`src/rtl/bw_seq_divider_if.sv`:
```
// Start/busy/done request bundle between a requester and bw_seq_divider.
// Operand and result widths follow the divider parameters DW and VW.
interface bw_seq_divider_if #(
    parameter int DW = 12,
    parameter int VW = 5
) ();
    localparam int QW = DW - VW;

    logic          start;
    logic [DW-1:0] dividend;
    logic [VW-1:0] divisor;
    logic          busy;
    logic          done;
    logic [QW-1:0] quotient;
    logic [VW-1:0] remainder;
    logic          ovf;

    modport master (
        output start, dividend, divisor,
        input  busy, done, quotient, remainder, ovf
    );

    modport slave (
        input  start, dividend, divisor,
        output busy, done, quotient, remainder, ovf
    );
endinterface

```
`src/rtl/bw_seq_divider.sv`:
```
// Signed restoring divider, one quotient bit per cycle; done pulses DW+1 cycles after start.
// No backpressure: start is taken only in IDLE, ignored while busy/done. Optional macro BW_DIV_OVF_CHECK_EN adds saturation + ovf.
module bw_seq_divider #(
    parameter int DW = 12,
    parameter int VW = 5
) (
    input  logic             clk,
    input  logic             rst,
    bw_seq_divider_if.slave  bus
);
    localparam int QW = DW - VW;
    localparam int CW = $clog2(DW);

`ifdef BW_DIV_OVF_CHECK_EN
    localparam logic [QW-1:0] Q_MAX   = {1'b0, {(QW-1){1'b1}}};
    localparam logic [QW-1:0] Q_MIN   = {1'b1, {(QW-1){1'b0}}};
    localparam logic [DW-1:0] POS_LIM = DW'(Q_MAX);
    localparam logic [DW-1:0] NEG_LIM = DW'(Q_MAX) + DW'(1);
`endif

    typedef enum logic [1:0] {
        IDLE = 2'd0,
        CALC = 2'd1,
        FIX  = 2'd2,
        DONE = 2'd3
    } state_e;

    state_e        state_q, state_d;
    // q_q starts as |dividend|; its MSBs shift out while quotient bits shift in at the LSB
    logic [DW-1:0] q_q, q_d;
    logic [VW-1:0] r_q, r_d;
    logic [VW-1:0] dvs_q, dvs_d;
    logic [CW-1:0] cnt_q, cnt_d;
    logic          sign_a_q, sign_a_d;
    logic          sign_q_q, sign_q_d;
    logic [QW-1:0] quo_q, quo_d;
    logic [VW-1:0] rem_q, rem_d;
    logic          ovf_q, ovf_d;
`ifdef BW_DIV_OVF_CHECK_EN
    logic          zero_q, zero_d;
`endif

    logic [VW:0]   r_shift;
    logic [VW+1:0] trial;

    assign r_shift = {r_q, q_q[DW-1]};
    assign trial   = {1'b0, r_shift} - {2'b00, dvs_q};

    always_comb begin
        state_d  = state_q;
        q_d      = q_q;
        r_d      = r_q;
        dvs_d    = dvs_q;
        cnt_d    = cnt_q;
        sign_a_d = sign_a_q;
        sign_q_d = sign_q_q;
        quo_d    = quo_q;
        rem_d    = rem_q;
        ovf_d    = ovf_q;
`ifdef BW_DIV_OVF_CHECK_EN
        zero_d   = zero_q;
`endif

        case (state_q)
            IDLE: begin
                if (bus.start) begin
                    sign_a_d = bus.dividend[DW-1];
                    sign_q_d = bus.dividend[DW-1] ^ bus.divisor[VW-1];
                    // one extra bit so that -2^(W-1) yields its true magnitude
                    q_d      = bus.dividend[DW-1] ? DW'(-{bus.dividend[DW-1], bus.dividend})
                                                  : bus.dividend;
                    dvs_d    = bus.divisor[VW-1]  ? VW'(-{bus.divisor[VW-1], bus.divisor})
                                                  : bus.divisor;
                    r_d      = '0;
                    cnt_d    = '0;
`ifdef BW_DIV_OVF_CHECK_EN
                    zero_d   = (bus.divisor == '0);
`endif
                    state_d  = CALC;
                end
            end

            CALC: begin
                r_d   = trial[VW+1] ? r_shift[VW-1:0] : VW'(trial);
                q_d   = {q_q[DW-2:0], ~trial[VW+1]};
                cnt_d = cnt_q + CW'(1);
                if (cnt_q == CW'(DW-1)) begin
                    state_d = FIX;
                end
            end

            FIX: begin
                quo_d = sign_q_q ? QW'(-q_q) : QW'(q_q);
                rem_d = sign_a_q ? VW'(-r_q) : r_q;
                ovf_d = 1'b0;
`ifdef BW_DIV_OVF_CHECK_EN
                if (zero_q) begin
                    ovf_d = 1'b1;
                    quo_d = sign_a_q ? Q_MIN : Q_MAX;
                    rem_d = '0;
                end else if (sign_q_q ? (q_q > NEG_LIM) : (q_q > POS_LIM)) begin
                    ovf_d = 1'b1;
                    quo_d = sign_q_q ? Q_MIN : Q_MAX;
                end
`endif
                state_d = DONE;
            end

            DONE: begin
                state_d = IDLE;
            end

            default: begin
                state_d = IDLE;
            end
        endcase
    end

    always_ff @(posedge clk) begin
        if (rst) begin
            state_q  <= IDLE;
            q_q      <= '0;
            r_q      <= '0;
            dvs_q    <= '0;
            cnt_q    <= '0;
            sign_a_q <= 1'b0;
            sign_q_q <= 1'b0;
            quo_q    <= '0;
            rem_q    <= '0;
            ovf_q    <= 1'b0;
`ifdef BW_DIV_OVF_CHECK_EN
            zero_q   <= 1'b0;
`endif
        end else begin
            state_q  <= state_d;
            q_q      <= q_d;
            r_q      <= r_d;
            dvs_q    <= dvs_d;
            cnt_q    <= cnt_d;
            sign_a_q <= sign_a_d;
            sign_q_q <= sign_q_d;
            quo_q    <= quo_d;
            rem_q    <= rem_d;
            ovf_q    <= ovf_d;
`ifdef BW_DIV_OVF_CHECK_EN
            zero_q   <= zero_d;
`endif
        end
    end

    assign bus.busy      = (state_q == CALC) || (state_q == FIX);
    assign bus.done      = (state_q == DONE);
    assign bus.quotient  = quo_q;
    assign bus.remainder = rem_q;
    assign bus.ovf       = ovf_q;

endmodule

```
`src/flat_wrapper.sv`:
```
// flat-port wrapper written by rule: the top's interface ports become plain ports
module bw_seq_divider_flat 
#(
    parameter int DW = 12,
    parameter int VW = 5
)
  (clk, rst, bus_start, bus_dividend, bus_divisor, bus_busy, bus_done, bus_quotient, bus_remainder, bus_ovf);
  bw_seq_divider_if #(.DW(DW), .VW(VW)) bus_i ();
  input  logic clk;
  input  logic rst;
  input wire logic [$bits(bus_i.start)-1:0] bus_start;
  input wire logic [$bits(bus_i.dividend)-1:0] bus_dividend;
  input wire logic [$bits(bus_i.divisor)-1:0] bus_divisor;
  output wire logic [$bits(bus_i.busy)-1:0] bus_busy;
  output wire logic [$bits(bus_i.done)-1:0] bus_done;
  output wire logic [$bits(bus_i.quotient)-1:0] bus_quotient;
  output wire logic [$bits(bus_i.remainder)-1:0] bus_remainder;
  output wire logic [$bits(bus_i.ovf)-1:0] bus_ovf;
  assign bus_i.start = bus_start;
  assign bus_i.dividend = bus_dividend;
  assign bus_i.divisor = bus_divisor;
  assign bus_busy = bus_i.busy;
  assign bus_done = bus_i.done;
  assign bus_quotient = bus_i.quotient;
  assign bus_remainder = bus_i.remainder;
  assign bus_ovf = bus_i.ovf;
  bw_seq_divider #(.DW(DW), .VW(VW)) u_core (.clk(clk), .rst(rst), .bus(bus_i));
endmodule
```
`config.mk`:
```
export PLATFORM = sky130hd
export DESIGN_NAME = bw_seq_divider_flat
export DESIGN_NICKNAME = d
export VERILOG_FILES = /design/src/rtl/bw_seq_divider_if.sv /design/src/rtl/bw_seq_divider.sv /design/src/flat_wrapper.sv
export SDC_FILE = /design/constraint.sdc
export NUM_CORES = 1
export LEC_CHECK = 0
export CAP_MARGIN = 20
export CORE_MARGIN = 4
export CORE_UTILIZATION = 25
export DETAILED_ROUTE_END_ITERATION = 8
export SYNTH_ARGS = -nofsm -noshare
export SYNTH_HDL_FRONTEND = slang
export SYNTH_SLANG_ARGS = --single-unit
```
`constraint.sdc`:
```
create_clock -name clk -period 1.9 [get_ports clk]
set_clock_uncertainty 0.15 [all_clocks]
set_input_delay 0.38 -clock clk [delete_from_list [all_inputs] [get_ports clk]]
set_output_delay 0.38 -clock clk [all_outputs]
set_load 0.05 [all_outputs]
```
==> run summary, run 1 <==
DP Area -> 3260 um^2
Leakage -> 1.38 nW
Fin Hold WS -> 0.326 ns
Crit path largest cell delay -> 0.36 ns
kind of critical path -> flop to flop
Max H-tree Level -> 2
Most common cell on crit path -> inv_2
Reg clk slew, reported paths -> 0.08 ns
reg2reg path depth -> 9
Unique masters post-synth -> 51
Ports -> 35
synth cell count leaders -> 42 x dfxtp_1, 38 x nor2_1, 33 x nand2_1
asr flop ratio synth -> 0%
CP startpoint kind -> flop
Yosys reg bits -> 42
Post-Syn Area -> 2490 um^2
area grow syn2layout -> 37.8%
critical path endpoint category -> flop
Final Wtd Congestion -> 0.808
max-slew violations -> 0
TritonCTS Buffers -> 5
DR iter-0 viols -> 67
delay-heaviest family, CP -> compound AO/OA/AOI/OAI gates
status -> complete, but fails checks
CP Cell Sequence -> inv_2 > ha_4 > inv_2 > fa_2 > a211oi_2 > o21a_1 > buf_6 > mux2i_1 > o21ai_1
syn avg cell area -> 8.18 um^2
antenna viol nets, final -> 0
critical-path maximum fanout -> 5
worst vdd ir -> 0.521 mV
top-count cell post-synth -> dfxtp_1
Yosys top cell area share -> 33.7%
die height -> 108 um
Combinational Power Share -> 59.8%
Worst Hold End -> u_core.q_q[10]$_SDFFE_PP0P_
Synthesis Warnings -> 0
hold wc startpoint -> u_core.q_q[10]$_SDFFE_PP0P_
Clock Path Buffers -> 2
first-pass GRT wire length -> 10100 um
number of global-route vias before repair -> 2215
MaxCap Viol Count -> 0
Core Footprint -> 9730 um^2
Period minus WS final -> 1.98 ns
Final setup viols -> 6
vias -> 2291
DRT Pass-1 Iters -> 4
post-placement setup slack -> -0.374 ns
root buf cell -> clkbuf_8
CP bufs+invs -> 3
FMAX -> 506 MHz
final instance area -> 3440 um^2
die width -> 108 um
Hold Path Depth -> 2
Internal Power -> 2.78 mW
total power draw -> 4.85 mW
Final #Nets -> 414
# port buffers -> 33
WP data required -> 1.94 ns
Reg power frac -> 28.0%
hold crit path type -> flop to flop
largest net degree at the start of global routing -> 19
Via density -> 4.47
fill count -> 1064
initial core utilization -> 25.6%
row count -> 36
clock sinks -> 42
Worst EP arrival -> 2.02 ns
Cell Count Post-Placement -> 498
largest area contributor in the netlist -> dfxtp_1
clock network fraction of design power -> 12.2%
Cells after Synth -> 305
CTS tree -> built
ANT cells -> 0
Final period util -> 104%
layout cell share with drive strength beyond 1 -> 24.5%
Post-synth top flop -> dfxtp_1
RR Startpoint -> u_core.q_q[11]$_SDFFE_PP0P_
Seq/Total Area, Yosys -> 33.7%
DR WL/cell -> 11.5 um
Synthesized Nets -> 340
insertion delay to the later sink of the worst-skew pair -> 0.30 ns
top area cells in the synthesized netlist -> dfxtp_1 34%, ha_1 7.0%, nor2_1 5.7%
RSZ-0062 raised after global routing -> true
capturing point of the worst reg2reg path -> u_core.r_q[1]$_SDFFE_PP0P_
Remaining DRCs -> 0
die area -> 11600 um^2
Final Hold Fails -> 0
Sw Ratio -> 42.7%
Layout Cells excl Fill -> 513
sw power -> 2.07 mW
worst setup path start -> u_core.q_q[11]$_SDFFE_PP0P_
gr ovfl total -> 0
DP Wirelength -> 4660 um
Total Wirelength -> 5930 um
EDFF count, synth -> 0
GRT Util Overall -> 10.6%
Critical Path Slowest Stage Cell -> fa_2
initial antenna violation count -> 0
pwr/cell area -> 1410 nW/um^2
failing checks -> negative setup slack
Final WS setup -> -0.0778 ns
R2R Setup Slk -> -0.08 ns
==> metal layers <==
metal	GRT usage (%)	up-vias	share of wire [%]	wire (um)
met5	0	-	0	0
met3	1.98	7	4.1	244
met2	17.9	43	48	2850
met1	13.3	1038	46	2750
li1	-	1203	-	-
met4	3.88	0	1.4	85
==> power groups by stage <==
stage | clock network, mW | logic (mW) | registers (mW)
2_1_floorplan | 0 | 1.51 | 1.60
3_3_place_gp | 0 | 2.62 | 1.37
3_5_place_dp | 0 | 2.66 | 1.38
4_1_cts | 0.616 | 2.77 | 1.36
5_1_grt | 0.653 | 3.19 | 1.40
6_report | 0.594 | 2.90 | 1.36
==> cell families (layout without fill, tap and decap cells) <==
kind of cell / after synthesis / count (layout) / share of synthesized area (%)
AND/OR/NAND/NOR: 98 / 98 / 18.2
adder cells (fa/ha/maj): 15 / 15 / 7.83
flip-flops: 42 / 42 / 33.7
multiplexers: 10 / 10 / 4.01
XOR/XNOR: 21 / 21 / 7.38
buffers and inverters: 37 / 112 / 6.32
AO/OA/AOI/OAI: 81 / 81 / 22.4
other: 1 / 1 / 0.150
==> worst reg2reg max path, cell delays in order (launching register included) <==
cell and delay, ns:
dfxtp_2 0.33, inv_2 0.07, ha_4 0.12, inv_2 0.04, fa_2 0.36, a211oi_2 0.22, o21a_1 0.20, buf_6 0.14
mux2i_1 0.19, o21ai_1 0.07
==> placed cells by master, fill, tap and decap left out, types with 10 or more instances in the layout <==
master	instances
inv_1	17
nor2_1	37
buf_4	61
mux2i_1	10
nand2_1	32
a211oi_1	17
ha_1	11
dfxtp_1	40
xor2_1	11
a21oi_1	21
clkdlybuf4s50_1	14
xnor2_1	10
==> state kept, by name, summed over array words and instances, names as in the netlist <==
name	cells
u_core.bus.quotient	7
u_core.bus.remainder	5
u_core.cnt_q	4
u_core.dvs_q	5
u_core.q_q	12
u_core.r_q	5
u_core.sign_a_q	1
u_core.sign_q_q	1
u_core.state_q	2
==> how the worst max path moves through the flow <==
stage	end	depth (start not counted)	slack (ns)
5_1_grt	u_core.r_q[1]$_SDFFE_PP0P_	9	-0.17
3_5_place_dp	u_core.q_q[8]$_SDFFE_PP0P_	7	-0.37
6_report	u_core.r_q[1]$_SDFFE_PP0P_	9	-0.08
3_3_place_gp	u_core.q_q[8]$_SDFFE_PP0P_	7	-0.34
4_1_cts	u_core.q_q[0]$_SDFFE_PP0P_	10	-0.06
2_1_floorplan	u_core.r_q[4]$_SDFFE_PP0P_	8	0.01
==> layout make-up <==
class | count | area, um^2 | area share (%)
Multi-Input combinational cell | 226 | 1550 | 45.2
Sequential cell | 42 | 843 | 24.5
Timing Repair Buffer | 84 | 708 | 20.6
Tap cell | 133 | 166 | 4.84
Clock buffer | 7 | 86.3 | 2.51
Inverter | 20 | 75.1 | 2.18
Clock inverter | 1 | 5.00 | 0.146
==> timing repair <==
item                       CTS  global route
resized for setup            9             9
hold buffers                 0             0
buffers inserted             4             3
pin swaps                    7             7
setup endpoints to repair    6            13
==> through the flow <==
step	TNS [ns]	util, %
6_report	-0.302	35.3
3_3_place_gp	-1.91	33.5
3_5_place_dp	-2.40	33.5
5_1_grt	-0.896	35.3
2_1_floorplan	0	-
4_1_cts	-0.199	34.8
Power figures use the tool's default switching activity.
==> run 2: changes to the inputs <==
--- a/config.mk
+++ b/config.mk
@@ -8,6 +8,7 @@
 export CAP_MARGIN = 20
 export CORE_MARGIN = 4
 export CORE_UTILIZATION = 25
+export CTS_CLUSTER_SIZE = 40
 export DETAILED_ROUTE_END_ITERATION = 8
 export SYNTH_ARGS = -nofsm -noshare
 export SYNTH_HDL_FRONTEND = slang
==> results of run 2 <==
Final layout, timing and power as in run 1 (identical DEF).
==> RTL edit: new RTL, settings of run 1 <==
Build with the macro `BW_DIV_OVF_CHECK_EN` defined.
--- a/src/rtl/bw_seq_divider.sv
+++ b/src/rtl/bw_seq_divider.sv
@@ -1,5 +1,7 @@
 // Signed restoring divider, one quotient bit per cycle; done pulses DW+1 cycles after start.
 // No backpressure: start is taken only in IDLE, ignored while busy/done. Optional macro BW_DIV_OVF_CHECK_EN adds saturation + ovf.
+`define BW_DIV_OVF_CHECK_EN
+
 module bw_seq_divider #(
     parameter int DW = 12,
     parameter int VW = 5
Check against the original RTL: no difference found for any inputs over 10 cycles, from zero or initial values and one cycle with rst high; that may be too few to reach the edited logic, so the function may still have changed.
==> RTL edit against run 1 <==
Routed wire length grew 16%. Largest cell class unchanged. Critical endpoint is now u_core.q_q[0]$_SDFFE_PP0P_. Setup slack lost 31 ps. Cell count grew 5.5%. The run still ends with negative setup slack left. Final area grew 7.9%. Area after synthesis grew 4.0%. Total power grew 2.4%. Largest power group unchanged. Die area grew 3.7%. Fmax shrank 1.5%. Sequential cell count grew 2.
==> RTL edit: results (changes against run 1) <==
Drt
  – Drt initial violations: 79 (+18%)
  – DR pass1 iterations: 4 (unchanged)
  – WL met2: 3150 um (+10%)
  – DRT met1 WL: 3300 um (+20%)
  – Via/cell ratio: 4.63 (+3.7%)
  – Metal3 WL: 317 um (+30%)
  – Drt total wl: 6890 um (+16%)

Timing
  – PnR worst setup slack: -109 ps (-31.0 ps)
  – Final setup viols: 5 (-1)
  – Worst Tran Pin Value: 387 ps

Yosys
  – Post-synthesis adder-cell area fraction: 0.0753 (-0.00298)
  – Most frequent cells after synthesis: dfxtp_1, nor2_1, a21oi_1, nand2_1, inv_1
  – Async set-reset flop share out of synthesis: 0 (unchanged)
  – Post-synthesis mux area share: 0.0352 (-0.00491)
  – Synth Area in XOR/XNOR: 0.0676 (-0.00619)
  – Count of cell types in the netlist: 54 (+5.9%)
  – Top cells by area, synth: dfxtp_1, ha_1, a21oi_1, nor2_1, nand2_1
  – Yosys warnings: 0 (unchanged)
  – Net count after synthesis: 352 (+3.5%)
  – Compound-Gate Fraction of Synth Area: 0.237 (+0.0137)
  – Share of the synthesized area in the top cell type: 0.340 (+0.00259)
  – Seq/Total Area, Yosys: 0.340 (+0.00259)

Global routing
  – GR Util met1: 0.163 (+0.0298)
  – Met3 usage: 0.0206 (+0.000756)
  – Routing usage on met2: 0.195 (+0.0165)
  – Total Routing Usage GR: 0.122 (+0.0163)
  – Largest net degree at the start of global routing: 36 (+17)
  – Vias in the first global route: 2,517 (+14%)
  – First-pass GRT wire length: 11,700 um (+17%)

Power and ir drop
  – Worst vdd ir: 0.000577 V (+11%)
  – Lkg Pwr: 1.47 nW (+6.5%)

Final layout
  – FILL cells: 1,029 (-3.3%)
  – Largest register FFs: 12 (unchanged)
  – Ratio of cells with drive above 1 in the final layout: 0.287 (+0.0420)
  – Diodes inserted: 0 (unchanged)
  – Layout Nets: 443 (+7.0%)

Placed design
  – Gpl congestion: 0.903 (+12%)
  – Dpl hpwl: 5420 um (+16%)
  – I/O Buffers: 34 (+3.0%)
  – Post-Place Setup Slack: -466 ps (-91.7 ps)

Floorplanning
  – Row count: 36 (unchanged)

Run status
  – Status: complete, but fails checks
  – Failing checks: negative setup slack

CTS
  – Htree depth: 2 (unchanged)
  – Clk buf depth: 2 (unchanged)
  – Clock Tree Root: clkbuf_8
  – Clk slew on worst S/H paths: 80 ps (about the same)

Min path
  – Hold Path Class: reg2reg

Worst setup path
  – CP Max Fanout: 3 (-2)
  – Arr. time, crit path: 2040 ps (+20 ps)
RTL edit: area by class of cell:
type                            instances  share of cell area
Timing Repair Buffer                   99               0.223
Inverter                               21              0.0212
Clock buffer                            7              0.0260
Tap cell                              133              0.0449
Sequential cell                        44               0.238
Multi-Input combinational cell        237               0.447
RTL edit: per-stage QoR:
stage	instances	TNS [ps]	area, um2	hold slack [ps]	utilization
floorplan	317	-22.0	2640	282	-
global placement	525	-3210	3470	290	0.349
detailed placement	525	-3670	3470	302	0.349
CTS	541	-266	3690	313	0.371
global route	541	-1110	3710	333	0.373
finish	541	-386	3710	310	0.373
RTL edit: worst paths after layout:
kind | to | cells past startpoint | from | slack, ps
min | u_core.q_q[5]$_SDFFE_PP0P_ | 2 | u_core.q_q[5]$_SDFFE_PP0P_ | 310
min reg2reg | u_core.q_q[5]$_SDFFE_PP0P_ | 2 | u_core.q_q[5]$_SDFFE_PP0P_ | 310
max | u_core.q_q[0]$_SDFFE_PP0P_ | 11 | u_core.q_q[11]$_SDFFE_PP0P_ | -110
max reg2reg | u_core.q_q[0]$_SDFFE_PP0P_ | 11 | u_core.q_q[11]$_SDFFE_PP0P_ | -110
RTL edit: report_power, final:
| group | total (W) | internal, W | switching (W) |
|---|---|---|---|
| sequential | 0.00135 | 0.00116 | 0.000190 |
| clock | 0.000643 | 0.000324 | 0.000319 |
| combinational | 0.00298 | 0.00141 | 0.00157 |
RTL edit: critical path, stage by stage, from the launching register on:
cell      delay, ps
dfxtp_2         330
inv_2            60
ha_4            120
inv_2            40
fa_2            370
a211oi_2        230
o21a_1          180
buf_6           110
buf_6            90
a21oi_2          50
a21oi_2         110
nor2_1           50
RTL edit: what timing repair did:
action                     CTS  global route
setup endpoints to repair   11            19
hold buffers                 0             0
buffers inserted             9             1
pin swaps                   12            10
resized for setup           20             7
